$ cat src/rtl/kalman_pkg.sv
// Shared fp16 types and constants for the Kalman-update datapath schedulers.
// The default multiplier latency here also sizes the external multiplier's pipeline.
package kalman_pkg;

    typedef logic [15:0] fp16_t;

    localparam fp16_t FP16_ZERO       = 16'h0000;
    localparam fp16_t FP16_ONE        = 16'h3C00;
    localparam int    MUL_LAT_DEFAULT = 4;

endpackage

$ cat src/rtl/rr_arbiter.sv
// Round-robin arbiter: combinational one-hot grant scanning from ptr upward, mod N.
// Pointer moves to one past the granted requester only when the grant is taken (advance).
module rr_arbiter #(
    parameter  int N  = 3,
    localparam int PW = (N > 1) ? $clog2(N) : 1
) (
    input  logic          clk,
    input  logic          reset,
    input  logic [N-1:0]  req,
    input  logic          advance,
    output logic [N-1:0]  grant,
    output logic [PW-1:0] ptr
);

    logic [PW-1:0] grant_idx;
    logic          found;

    always_comb begin
        int idx;
        grant     = '0;
        grant_idx = '0;
        found     = 1'b0;
        idx       = 0;
        for (int k = 0; k < N; k++) begin
            idx = (int'(ptr) + k) % N;
            if (!found && req[idx]) begin
                found          = 1'b1;
                grant[idx]     = 1'b1;
                grant_idx      = PW'(idx);
            end
        end
    end

    always_ff @(posedge clk or posedge reset) begin
        if (reset) begin
            ptr <= '0;
        end else if (advance && found) begin
            ptr <= (grant_idx == PW'(N - 1)) ? '0 : grant_idx + PW'(1);
        end
    end

endmodule

$ cat src/rtl/fp16_mult_sched.sv
// Shares one pipelined fp16 multiplier among N_REQ requesters; request-to-response is MUL_LAT+2 cycles.
// Requests are flow-controlled by a one-hot round-robin ready; responses cannot be backpressured.
module fp16_mult_sched
    import kalman_pkg::*;
#(
    parameter int N_REQ   = 3,
    parameter int MUL_LAT = MUL_LAT_DEFAULT,
    parameter int ID_W    = $clog2(N_REQ)
) (
    input  logic                 clk,
    input  logic                 reset,
    input  logic [N_REQ-1:0]     req_valid,
    output logic [N_REQ-1:0]     req_ready,
    input  logic [16*N_REQ-1:0]  req_a,
    input  logic [16*N_REQ-1:0]  req_b,
    input  logic                 flush,
    output fp16_t                mul_a,
    output fp16_t                mul_b,
    input  fp16_t                mul_result,
    output logic [N_REQ-1:0]     rsp_valid,
    output fp16_t                rsp_data,
    output logic                 busy
);

    logic [N_REQ-1:0] grant;
    logic [ID_W-1:0]  rr_ptr;
    logic             xfer;
    logic [ID_W-1:0]  xfer_id;
    fp16_t            sel_a;
    fp16_t            sel_b;
    logic [MUL_LAT:0] tag_v;
    logic [ID_W-1:0]  tag_id [MUL_LAT+1];
    logic             tail_live;

    rr_arbiter #(.N(N_REQ)) u_arb (
        .clk     (clk),
        .reset   (reset),
        .req     (req_valid),
        .advance (xfer),
        .grant   (grant),
        .ptr     (rr_ptr)
    );

    // Flush cycles accept nothing, so no new product can slip past the clear.
    assign req_ready = (reset || flush) ? '0 : grant;
    assign xfer      = |(req_valid & req_ready);

    always_comb begin
        sel_a   = FP16_ZERO;
        sel_b   = FP16_ZERO;
        xfer_id = '0;
        for (int i = 0; i < N_REQ; i++) begin
            if (req_valid[i] && req_ready[i]) begin
                sel_a   = req_a[16*i +: 16];
                sel_b   = req_b[16*i +: 16];
                xfer_id = ID_W'(i);
            end
        end
    end

    always_ff @(posedge clk or posedge reset) begin
        if (reset) begin
            mul_a <= FP16_ZERO;
            mul_b <= FP16_ZERO;
        end else begin
            mul_a <= sel_a;
            mul_b <= sel_b;
        end
    end

    // Tag pipe runs alongside the multiplier; stage MUL_LAT lines up with mul_result.
    always_ff @(posedge clk or posedge reset) begin
        if (reset) begin
            tag_v <= '0;
            for (int s = 0; s <= MUL_LAT; s++) begin
                tag_id[s] <= '0;
            end
        end else begin
            tag_v     <= flush ? '0 : {tag_v[MUL_LAT-1:0], xfer};
            tag_id[0] <= xfer_id;
            for (int s = 1; s <= MUL_LAT; s++) begin
                tag_id[s] <= tag_id[s-1];
            end
        end
    end

    assign tail_live = tag_v[MUL_LAT] && !flush;

    always_ff @(posedge clk or posedge reset) begin
        if (reset) begin
            rsp_valid <= '0;
            rsp_data  <= FP16_ZERO;
        end else begin
            rsp_valid <= tail_live ? (N_REQ'(1) << tag_id[MUL_LAT]) : '0;
            if (tail_live) begin
                rsp_data <= mul_result;
            end
        end
    end

    // Stage 0 valid is exactly "mul operands valid", so the tag bits cover both.
    assign busy = |tag_v;

    grant_onehot: assert property (@(posedge clk) disable iff (reset) $onehot0(req_ready));
    ptr_in_range: assert property (@(posedge clk) disable iff (reset) int'(rr_ptr) < N_REQ);

endmodule

$ cat config.mk
export PLATFORM = sky130hd
export DESIGN_NAME = fp16_mult_sched
export DESIGN_NICKNAME = d
export VERILOG_FILES = /design/src/rtl/kalman_pkg.sv /design/src/rtl/rr_arbiter.sv /design/src/rtl/fp16_mult_sched.sv
export SDC_FILE = /design/constraint.sdc
export NUM_CORES = 1
export LEC_CHECK = 0
export CORE_MARGIN = 2
export CORE_UTILIZATION = 28
export CTS_BUF_LIST = sky130_fd_sc_hd__clkbuf_2
export CTS_CLUSTER_DIAMETER = 40
export DETAILED_ROUTE_END_ITERATION = 10
export GPL_ROUTABILITY_DRIVEN = 0
export PLACE_DENSITY = 0.67
export SLEW_MARGIN = 20
export SYNTH_ARGS = -nofsm -noshare
export SYNTH_HDL_FRONTEND = slang
export SYNTH_SLANG_ARGS = --single-unit
$ cat constraint.sdc
create_clock -name clk -period 5.1 [get_ports clk]
set_input_delay 0.51 -clock clk [delete_from_list [all_inputs] [get_ports clk]]
set_output_delay 0.51 -clock clk [all_outputs]
set_load 0.03 [all_outputs]
* Word level (Yosys, flattened, before mapping) *
Index checks and enable logic that the tools add are counted.

storage, ports and cells
  flip-flop bits (word level) = 68
  bits of input ports = 118
  output and inout port bits = 55
  word-level logic and storage cells = 80

operators by class
  add/sub/neg operators = 3
  div/mod/pow operators = 3
  order comparisons = 6
  equal/unequal tests = 1
  shifts and indexed selects = 1
  multiplexer cells = 36
  bitwise gates (word level) = 3
  reduce and logical (&&, ||, !) cells = 16

operator list
  cell                   number
  $ge 32x1->1 const B    3
  $lt 32x4->1 const B    3
  $mux 16                6
  $mod 32x3->32 const B  2
  $mod 3x3->32 const B   1
  $mux 3                 5
  $mux 1                 13
  $logic_and 1x1->1      10
  $mux 2                 5
  $bmux 1 s2             3
  $demux 1 s2            3
  $or 3x3->3             2
  $mux 5                 1
  $reduce_or 5->1        1
  $add 2x1->3 const B    1
  $add 2x2->3 const B    1
  $and 3x3->3            1
  $logic_not 1->1        3
  $reduce_or 3->1        1
  $shl 1x2->3 const A    1
  $add 2x1->2 const B    1
  $eq 2x2->1 const B     1
  $logic_or 1x1->1       1

* Logic depth before layout (Yosys ltp) *
  word-level depth = 16
  depth in mapped cells = 11
  depth with buffers taken out = 9

* Cells and area by module *
Synthesis repeated with hierarchy kept, for this count alone.

unflattened totals
  cell total of the unflattened synthesis = 311
  area total of the unflattened synthesis = 3126.7 sq um

by module, submodules not included
  module           times used  cells an instance  area each (sq um)  sequential area each (sq um)
  fp16_mult_sched  1           257                2691.3             1651.6
  rr_arbiter       1           54                 435.4              50.0

* Worst setup path after synthesis *
No wires, ideal clock.

  kind = register to register
  start = register u_arb.ptr[0]
  end = register mul_b[0]
  library setup time = 0.126 ns
  data arrival time = 2.827 ns
  required time = 4.974 ns
  slack = 2.147 ns
  stages on the path, launching flop included = 11
  path buffers = 2
  period minus slack after synthesis = 2.953 ns
  path through = dfrtp_1 -> inv_1 -> ha_1 -> buf_2 -> nand2_1 -> o21ai_0 -> a31oi_1 -> a31oi_1 -> a2111oi_4 -> buf_2 -> a221o_1

on the way
  elaborated cells between the ends (all ways) = 47
  classes of those cells = add/sub: 2; div: 3; order compare: 6; mux: 24; bitwise: 2; reduce/logical: 10

RTL lines
  what                                                    line                   text
  start, declared                                         rr_arbiter.sv:12       output logic [PW-1:0] ptr
  start signal, assigned                                  rr_arbiter.sv:38       ptr <= (grant_idx == PW'(N - 1)) ? '0 : grant_idx + PW'(1);
  branches (longest 10 deep; another with $mod 32x3->32)  -
  $mux 3 *                                                rr_arbiter.sv:26       if (!found && req[idx]) begin
  $mux 3 *                                                fp16_mult_sched.sv:45  assign req_ready = (reset || flush) ? '0 : grant;
  via req_ready[1]                                        fp16_mult_sched.sv:13  output logic [N_REQ-1:0] req_ready,
  $logic_and 1x1->1 *                                     fp16_mult_sched.sv:53  if (req_valid[i] && req_ready[i]) begin
  $mux 16 * (2 in a row)                                  fp16_mult_sched.sv:53
  via sel_b[0]                                            fp16_mult_sched.sv:30  fp16_t sel_b;
  end signal, assigned                                    fp16_mult_sched.sv:67  mul_b <= sel_b;
  end, declared                                           fp16_mult_sched.sv:18  output fp16_t mul_b,

Mark *: on every way through the listed nets, which the timed path passes. The select of a mux whose other input is x is not followed.
A chain may end at the register's enable or synchronous reset.

* Final worst setup path *
  start = register u_arb.ptr[0]
  end = output port req_ready[1]

on the way
  cells in the longest elaborated chain, start to end = 12
  elaborated cells between the ends (all ways) = 41
  classes of those cells = add/sub: 2; div: 3; order compare: 6; mux: 21; bitwise: 2; reduce/logical: 7

ends and longest elaborated chain
  what                                                    line
  branches (longest 10 deep; another with $mod 32x3->32)  -
  $mux 3 *                                                rr_arbiter.sv:26
  $mux 3 *                                                fp16_mult_sched.sv:45
  end, declared                                           fp16_mult_sched.sv:13

Mark *: on every way between the ends. The select of a mux whose other input is x is not followed.

==> results.txt <==
----------------------------------------------------
[Status]
  Run status ... completed

[Global routing]
  First-pass GRT wire length ... 13280 um
  Antenna violations before repair ... 0
  Pin count of the biggest net entering global routing ... 69
  Number of global-route vias before repair ... 2687
  Total global routing track utilization ... 0.1491
  Gr ovfl total ... 0

[Timing]
  Post-route setup TNS ... 0 ns
  Clock period minus worst slack ... 3.967 ns
  RSZ-0062 raised after global routing ... false
  Worst Clk Skew ... 0.02618 ns
  Final slew viol count ... 0
  Count of final setup violators ... 0
  Slew at the pin closest to its max-slew limit ... a little over 0.8 ns
  Final Hold Vio Count ... 0
  Max Freq ... 0.2521 GHz
  Max_slew headroom ... 0.4489
  Share of the cycle needed by the critical path after routing ... 0.7778

[Finish]
  Fraction of layout cells with a size suffix above 1 ... 0.06591
  Area Growth Syn to Fin ... 64.07%
  Most used cells in the layout excluding fill and tap cells ... sky130_fd_sc_hd__clkdlybuf4s50_1, sky130_fd_sc_hd__dfrtp_1, sky130_fd_sc_hd__nand2_1, sky130_fd_sc_hd__a221o_1, sky130_fd_sc_hd__and2_1
  Fin cells ... 576
  Diodes inserted ... 0
  Net count of the finished layout ... about 560
  Post-route cell area ... just under 5000 um2
  Leading cell type in the layout, fill and taps excluded ... sky130_fd_sc_hd__clkdlybuf4s50_1

[Setup path]
  Data arrival time of the critical path ... about 3.5 ns
  Crit. End Element ... output pin
  Worst Path Max Fanout ... 11
  Worst r2r path cells ... 10
  Most common cell type on the critical path ... sky130_fd_sc_hd__a31oi_1
  Required time of the critical path ... roughly 4.6 ns
  CP max-delay cell ... sky130_fd_sc_hd__clkdlybuf4s50_1
  Cell chain of the critical path ... inv_1 > ha_1 > nand2_1 > o21ai_0 > a31oi_1 > a31oi_1 > clkdlybuf4s50_1
  Startpoint type of the worst setup path ... flip-flop
  Critical R2R Launch ... u_arb.ptr[1]
  Type of the worst setup path ... reg2out
  Slowest cell delay on critical path ... slightly below 0.8 ns
  Critical R2R Capture ... mul_b[14]
  Setup slack on the worst flop-to-flop path ... 1.72 ns

[Yosys]
  Sequential-to-total area share from yosys stat ... 0.5629
  Synthesis warning total ... 0
  Number of distinct library cell variants in the gate-level netlist after synthesis ... 37
  Main area contributors after synthesis ... sky130_fd_sc_hd__dfrtp_1, sky130_fd_sc_hd__a221o_1, sky130_fd_sc_hd__and2_1
  Async SR Flop Fraction ... 1.000
  Count of flip-flops with a built-in enable after synthesis ... 0
  Synth Instances ... 265
  Post-synth top area cell ... sky130_fd_sc_hd__dfrtp_1
  Avg Cell Area, Syn ... 11.41 um2
  Synthesis-stage register bit count ... between 60 and 70
  Mapped cell area ... just over 3000 um2
  Share of Yosys cell area claimed by the top area cell type ... 0.5629
  Synth Flop Type ... sky130_fd_sc_hd__dfrtp_1
  Nets in the synthesized netlist ... 387

[CTS]
  Post-CTS repair timing setup buffer count ... 0
  Root buffer cell ... sky130_fd_sc_hd__clkbuf_2
  Number of clock buffers inserted by TritonCTS ... 9
  Clk slew on worst S/H paths ... 0.19 ns
  Quantity of gates resized following cts ... 0
  Worst-case clock buffer depth ... 2
  Clock sink count ... 68
  TritonCTS clock tree ... yes
  H-tree level count ... 3
  Hold-fix buffer count after cts ... 0
  Skew-Pair Late Insertion Delay ... 0.50 ns

[Route]
  Number of detailed-route iterations in the first pass ... 4
  Detailed-route wire length ... roughly 8500 um
  Routed via count ... 2657
  Number of DRC violations after detailed-routing iteration 0 ... 171
  Via density per instance ... approximately 4.6
  DR DRC count ... 0
  Final antenna-violating net count ... 0
  Routed wire per std cell ... 14.72 um

[Pwr]
  Maximum vdd drop ... 0.1463 mV
  Static leakage power ... 2.236 nW
  Power density over the cells ... roughly 370 nW/um2

[Place]
  Cells after DPL ... between 500 and 600
  Half-perimeter wire length after detailed placement ... 6258 um
  Number of buffers inserted by port buffering ... 172
  Area after DPL ... 4837 um2

[Floorplanning]
  Total Die Area ... 11640 um2
  Core Box Area ... 10420 um2
  Starting Density ... 0.2902
  Number of rows in the core area ... 37
  DIE HEIGHT ... 107.9 um
  Count of boundary I/O pins ... 173
  Chip width ... 107.9 um

[Worst hold path]
  Hold path cells ... 0
  HP Start ... tag_id[2]
  Hold-critical path endpoint ... tag_id[0]
  Type of the tightest min-delay check ... reg2reg

[Flow run]
  Max cap viols ... 0

----------------------------------------------------
==> flip-flops by register name (all words and copies together), names as in the netlist <==
name       cells
tag_v          5
rsp_data      16
mul_a         16
mul_b         16
tag_id        10
u_arb.ptr      2
rsp_valid      3
==> routing by layer <==
layer | part of all wire | vias to the layer above | track usage
li1 | - | 1284 | -
met1 | 0.41 | 1207 | 0.1756
met2 | 0.46 | 153 | 0.2448
met3 | 0.12 | 13 | 0.06538
met4 | 0.015 | 0 | 0.04762
met5 | 0 | - | 0
==> power breakdown <==
group,internal (mW),switching (mW)
sequential,0.637,0.0396
clock,0.117,0.207
combinational,0.390,0.456
==> synthesized netlist by cell type (2+ instances only) <==
| cell | instances |
|---|---|
| sky130_fd_sc_hd__dfrtp_1 | 68 |
| sky130_fd_sc_hd__nor2b_1 | 7 |
| sky130_fd_sc_hd__nand2_1 | 52 |
| sky130_fd_sc_hd__ha_1 | 4 |
| sky130_fd_sc_hd__buf_2 | 5 |
| sky130_fd_sc_hd__inv_1 | 9 |
| sky130_fd_sc_hd__nor3_1 | 3 |
| sky130_fd_sc_hd__mux2i_1 | 3 |
| sky130_fd_sc_hd__nor2_1 | 3 |
| sky130_fd_sc_hd__and2_1 | 33 |
| sky130_fd_sc_hd__buf_6 | 5 |
| sky130_fd_sc_hd__a221oi_1 | 2 |
| sky130_fd_sc_hd__clkbuf_1 | 7 |
| sky130_fd_sc_hd__o21ai_0 | 4 |
| sky130_fd_sc_hd__nand3_1 | 2 |
| sky130_fd_sc_hd__o31ai_1 | 2 |
| sky130_fd_sc_hd__and3b_1 | 2 |
| sky130_fd_sc_hd__a31oi_1 | 2 |
| sky130_fd_sc_hd__nor3b_1 | 2 |
| sky130_fd_sc_hd__a221o_1 | 33 |
==> cell families (layout without fill, tap and decap cells) <==
kind of cell | after synthesis | after routing | synth area share
adder cells (fa/ha/maj) | 4 | 4 | 0.01656
AO/OA/AOI/OAI | 51 | 51 | 0.1627
AND/OR/NAND/NOR | 111 | 111 | 0.1925
flip-flops | 68 | 68 | 0.5629
multiplexers | 5 | 5 | 0.01862
buffers and inverters | 26 | 201 | 0.04677
==> area by class of cell <==
class / count / area [um2]
Tap cell: 136 / 170.2
Inverter: 9 / 33.78
Timing Repair Buffer: 176 / 1752
Clock buffer: 9 / 45.04
Multi-Input combinational cell: 171 / 1182
Clock inverter: 7 / 75.07
Sequential cell: 68 / 1702
Fill cell: 988 / 5456
==> how the worst max path moves through the flow <==
stage / from / end / slack [ns]
6_report: u_arb.ptr[0] / req_ready[1] / 1.13
3_5_place_dp: req_valid[1] / req_ready[1] / 1.43
3_3_place_gp: req_valid[1] / mul_a[11] / 1.50
4_1_cts: u_arb.ptr[0] / req_ready[1] / 1.15
2_1_floorplan: u_arb.ptr[0] / mul_b[0] / 2.15
5_1_grt: u_arb.ptr[0] / req_ready[1] / 0.91
==> stage by stage <==
stage | setup slack, ns | hold WS, ns | power [mW] | util
2_1_floorplan | 2.147 | 0.3312 | 1.205 | -
3_3_place_gp | 1.496 | 0.3318 | 1.527 | 0.4644
3_5_place_dp | 1.426 | 0.3347 | 1.537 | 0.4644
4_1_cts | 1.145 | 0.3687 | 1.866 | 0.4759
5_1_grt | 0.9114 | 0.3595 | 1.968 | 0.4762
6_report | 1.133 | 0.3741 | 1.846 | 0.4762
==> worst max-delay path, delay by kind of cell, from the launching register on <==
| family | cells | cell delay [ns] |
|---|---|---|
| buf+inv | 2 | 0.85 |
| flops | 1 | 0.44 |
| compound gates | 3 | 1.08 |
| simple gates | 1 | 0.13 |
| fa+ha+maj | 1 | 0.48 |
Note: power is estimated with default switching activity, not from simulation.
==> RTL change 1: new RTL, config.mk and constraints unchanged <==
Set the package constant `MUL_LAT_DEFAULT` to 8 (it was 4).
--- a/src/rtl/kalman_pkg.sv
+++ b/src/rtl/kalman_pkg.sv
@@ -6,7 +6,7 @@
 
     localparam fp16_t FP16_ZERO       = 16'h0000;
     localparam fp16_t FP16_ONE        = 16'h3C00;
-    localparam int    MUL_LAT_DEFAULT = 4;
+    localparam int    MUL_LAT_DEFAULT = 8;
 
 endpackage
 
Behaviour: not the same (a bounded check fails within 10 cycles, from zero or initial values and one cycle with reset high).
==> RTL change 1 against the unedited design <==
Worst setup slack improved by 0.075 ns; critical path depth unchanged; wire length increased by 10%; final area increased by 6.8%; combinational power decreased by 17%; sequential cell count increased by 12; critical endpoint unchanged; core utilization decreased by 3.0 points; area after synthesis increased by 11%; highest routed layer unchanged; power decreased by 3.9%; worst hold slack improved by 0.00053 ns; global-route usage about the same; sequential share of layout area increased by 3.5 points; first-iteration DRC count increased by 60%.
==> RTL change 1: results (changes against the unedited design) <==
* Seq/Total Area, Yosys at 59.59% (+3.3 points)
* CTS buffer count at 9 (unchanged)
* Placed cell areas at 5185 um^2 (+7.2%)
* Setup crit start: u_arb.ptr[0]
* Slew at the pin with the worst max-slew slack at 0.7095 ns (-0.1171 ns)
* Post-DP HPWL at 6.945 mm (+11%)
* Comb power frac at 39.8% (-6.0 points)
* Hold_buf cts at 0 (unchanged)
* Syn Nets at 405 (+4.7%)
* Nets at 574 (+3.1%)
* Status: complete, no violations
* Met3 Track Usage GR at 6.004% (-0.53 points)
* Net Sw Power at 0.6155 mW (-12%)
* M1 GR Usage at 16.35% (-1.2 points)
* Via density at 4.654 (+0.89%)
* Routed WL at 9.322 mm (+10%)
* Fin cells at 604 (+4.9%)
* Filler cells at 1149 (+16%)
* Clk_skew at 0.03617 ns (+0.009991 ns)
* CP arrival at 3.38 ns (-0.08 ns)
* WL met2 at 4.530 mm (+17%)
* Cells after DPL at 588 (+5.0%)
* Flop+latch power at 0.739 mW (+9.3%)
* Yosys cell types at 38 (+2.7%)
* Worst slack, placed at 1.477 ns (+0.05092 ns)
* R2R Setup Slk at 1.79 ns (+0.07 ns)
* Worst r2r dst: mul_b[15]
* Routed met3 length at 1.033 mm (+5.6%)
* Initial antenna violation count at 0 (unchanged)
* Largest net degree at the start of global routing at 47 (-32%)
* Hold path start: tag_id[5]
* Final WS setup at 1.209 ns (+0.07521 ns)
* Final hold slack at 0.3747 ns (+0.0005310 ns)
* Vias in the first global route at 2999 (+12%)
* Synth cell count leaders: dfrtp_1, nand2_1, a221o_1, and2_1, nor2b_1
* Hold endpoint: tag_id[3]
* Clk pin slew, worst setup/hold paths at 0.22 ns (+0.03 ns)
* Met2 GRT Util at 25.95% (+1.5 points)
* Initial drt markers at 274 (+60%)
* Cell-internal power at 1.158 mW (+1.3%)
* DRT met1 WL at 3.604 mm (+3.2%)
* Area contributors post-synth: dfrtp_1, a221o_1, and2_1, nand2_1, nor2b_1
* WHS Path Cells at 0 (unchanged)
* GRT Util Overall at 14.89% (-0.025 points)
* P_leak at 2.408 nW (+7.7%)
==> RTL change 1: layout make-up <==
type / instances / area (um^2) / area share [%]
Clock inverter: 5 / 55.05 / 1.039
Tap cell: 147 / 183.9 / 3.472
Sequential cell: 80 / 2002 / 37.79
Clock buffer: 11 / 55.05 / 1.039
Inverter: 9 / 35.03 / 0.6613
Timing Repair Buffer: 176 / 1752 / 33.07
Multi-Input combinational cell: 176 / 1215 / 22.93
==> RTL change 1: kinds of logic (layout without fill, tap and decap cells) <==
| logic type | after synthesis | count (layout) | share of synthesized area, % |
|---|---|---|---|
| AO/OA/AOI/OAI | 51 | 51 | 14.64 |
| multiplexers | 5 | 5 | 1.676 |
| adder cells (fa/ha/maj) | 4 | 4 | 1.490 |
| flip-flops | 80 | 80 | 59.59 |
| AND/OR/NAND/NOR | 116 | 116 | 18.29 |
| buffers and inverters | 27 | 201 | 4.320 |
==> RTL change 2: new RTL, config.mk and constraints unchanged <==
Made on the original files. Make the reset (`reset`) synchronous in 4 clocked blocks.
--- a/src/rtl/rr_arbiter.sv
+++ b/src/rtl/rr_arbiter.sv
@@ -31,7 +31,7 @@
         end
     end
 
-    always_ff @(posedge clk or posedge reset) begin
+    always_ff @(posedge clk) begin
         if (reset) begin
             ptr <= '0;
         end else if (advance && found) begin
--- a/src/rtl/fp16_mult_sched.sv
+++ b/src/rtl/fp16_mult_sched.sv
@@ -58,7 +58,7 @@
         end
     end
 
-    always_ff @(posedge clk or posedge reset) begin
+    always_ff @(posedge clk) begin
         if (reset) begin
             mul_a <= FP16_ZERO;
             mul_b <= FP16_ZERO;
@@ -69,7 +69,7 @@
     end
 
     // Tag pipe runs alongside the multiplier; stage MUL_LAT lines up with mul_result.
-    always_ff @(posedge clk or posedge reset) begin
+    always_ff @(posedge clk) begin
         if (reset) begin
             tag_v <= '0;
             for (int s = 0; s <= MUL_LAT; s++) begin
@@ -86,7 +86,7 @@
 
     assign tail_live = tag_v[MUL_LAT] && !flush;
 
-    always_ff @(posedge clk or posedge reset) begin
+    always_ff @(posedge clk) begin
         if (reset) begin
             rsp_valid <= '0;
             rsp_data  <= FP16_ZERO;
Formal check against the unedited RTL: differs if reset is asserted again (counterexample within 4 cycles, from zero or initial values and one cycle with reset high); with reset held inactive, the same outputs for 4 cycles.
==> RTL change 2 against the unedited design <==
Worst setup slack better by 0.31 ns; highest routed layer unchanged; power decreased by 14%; global-route usage grew 1.3 points; count of clock-buffer cells in the layout up 1; clock skew decreased by 0.011 ns; sequential cell count unchanged; wire length increased by 4.5%; final area fell by 4.4%; area after synthesis shrank 6.2%.
==> RTL change 2: results (changes against the unedited design) <==
* Status: complete, no violations
* P_leak at 1.784 nW (-20%)
* Share of cells above drive strength 1 at 4.888% (-1.7 points)
* Nets at 608 (+9.2%)
* Clk network pwr share at 18.7% (+1.2 points)
* R2R Setup Slk at 2.06 ns (+0.34 ns)
* DR WL/cell at 14.20 um (-3.5%)
* Routed WL at 8.861 mm (+4.5%)
* CP arrival at 3.15 ns (-0.31 ns)
* Ys flop type: dfxtp_1
* DRT Pass-1 Iters at 5 (+1)
* Post-DP HPWL at 6.580 mm (+5.1%)
* Max FO, Critical Path at 12 (+1)
* Part of the power in registers at 38.3% (+1.7 points)
* Syn Nets at 449 (+16%)
* Synth cell count leaders: dfxtp_1, nand2_1, o21ai_0
* GRT Util Overall at 16.18% (+1.3 points)
* Cell-internal power at 1.001 mW (-12%)
* Setup crit start: u_arb.ptr[1]
* Share of the synthesized area in the top cell type at 47.99% (-8.3 points)
* Area contributors post-synth: dfxtp_1, a32oi_1, o21ai_0, nand2_1, inv_1
* Syn_area_per_cell at 8.674 um^2 (-24%)
* Initial drt markers at 142 (-17%)
* Slew at the pin with the worst max-slew slack at 0.6672 ns (-0.1594 ns)
* Via count at 2995 (+13%)
* Final WS setup at 1.440 ns (+0.3066 ns)
* Kind of cell adding the most delay to the critical path: simple AND/OR/NAND/NOR gates
* Initial Util at 28.89% (-0.13 points)
* Clk_skew at 0.01531 ns (-0.01087 ns)
* Worst Setup EP: req_ready[1]
* Worst slack, placed at 1.578 ns (+0.1520 ns)
* Post-layout power at 1.587 mW (-14%)
* Post-CTS Repair Setup Buffers at 0 (unchanged)
* Skew-Pair Late Insertion Delay at 0.47 ns (-0.03 ns)
* Largest net degree at the start of global routing at 36 (-48%)
* Filler cells at 1006 (+1.8%)
* Cells after DPL at 608 (+8.6%)
* Worst r2r dst: mul_b[12]
* Seq/Total Area, Yosys at 47.99% (-8.3 points)
* Yosys cell types at 36 (-2.7%)
==> RTL change 2: cell types whose count changed after synthesis, sizes merged, moves of 15 or more <==
| cell | unedited run | this run |
|---|---|---|
| dfrtp | 68 | 0 |
| dfxtp | 0 | 68 |
| o21ai | 4 | 39 |
| a32oi | 0 | 33 |
| a221o | 33 | 3 |
| and2 | 33 | 5 |
| inv | 9 | 35 |
| a21oi | 2 | 22 |
| clkbuf | 7 | 22 |
==> RTL change 2: final cells by class <==
cell class | instances | area (um^2) | area share (%)
inverter | 35 | 131.4 | 2.770
multi-input combinational | 197 | 1234 | 26.02
sequential | 68 | 1361 | 28.71
tap | 133 | 166.4 | 3.509
timing repair buffer | 175 | 1744 | 36.78
clock inverter | 6 | 55.05 | 1.161
clock buffer | 10 | 50.05 | 1.055
==> RTL change 2: routing by layer <==
layer,vias to the layer above,share of wire [%],global-route usage (%)
met5,-,0,0
met4,0,2.5,7.619
met3,20,12,6.925
met2,167,49,28.48
met1,1343,36,16.53
li1,1465,-,-
==> RTL change 2: logic make-up (layout without fill, tap and decap cells) <==
group / after synthesis / in the layout / share of synthesized area (%)
AOI/OAI and AO/OA: 109 / 109 / 25.54
and+or+nand+nor: 81 / 81 / 14.78
DFF: 68 / 68 / 47.99
buffers and inverters: 62 / 226 / 8.866
adders and majority gates: 4 / 4 / 1.765
muxes: 3 / 3 / 1.059
==> RTL change 2: worst min-delay path by stage <==
stage,endpoint,cells past startpoint,from
after floorplan,rsp_valid[1],1,tag_id[0][9]
after global placement,tag_id[0][7],1,tag_id[0][5]
after detailed placement,tag_id[0][7],1,tag_id[0][5]
after CTS,rsp_valid[1],1,tag_id[0][9]
after global routing,tag_id[0][4],1,tag_id[0][2]
final,rsp_valid[1],1,tag_id[0][9]
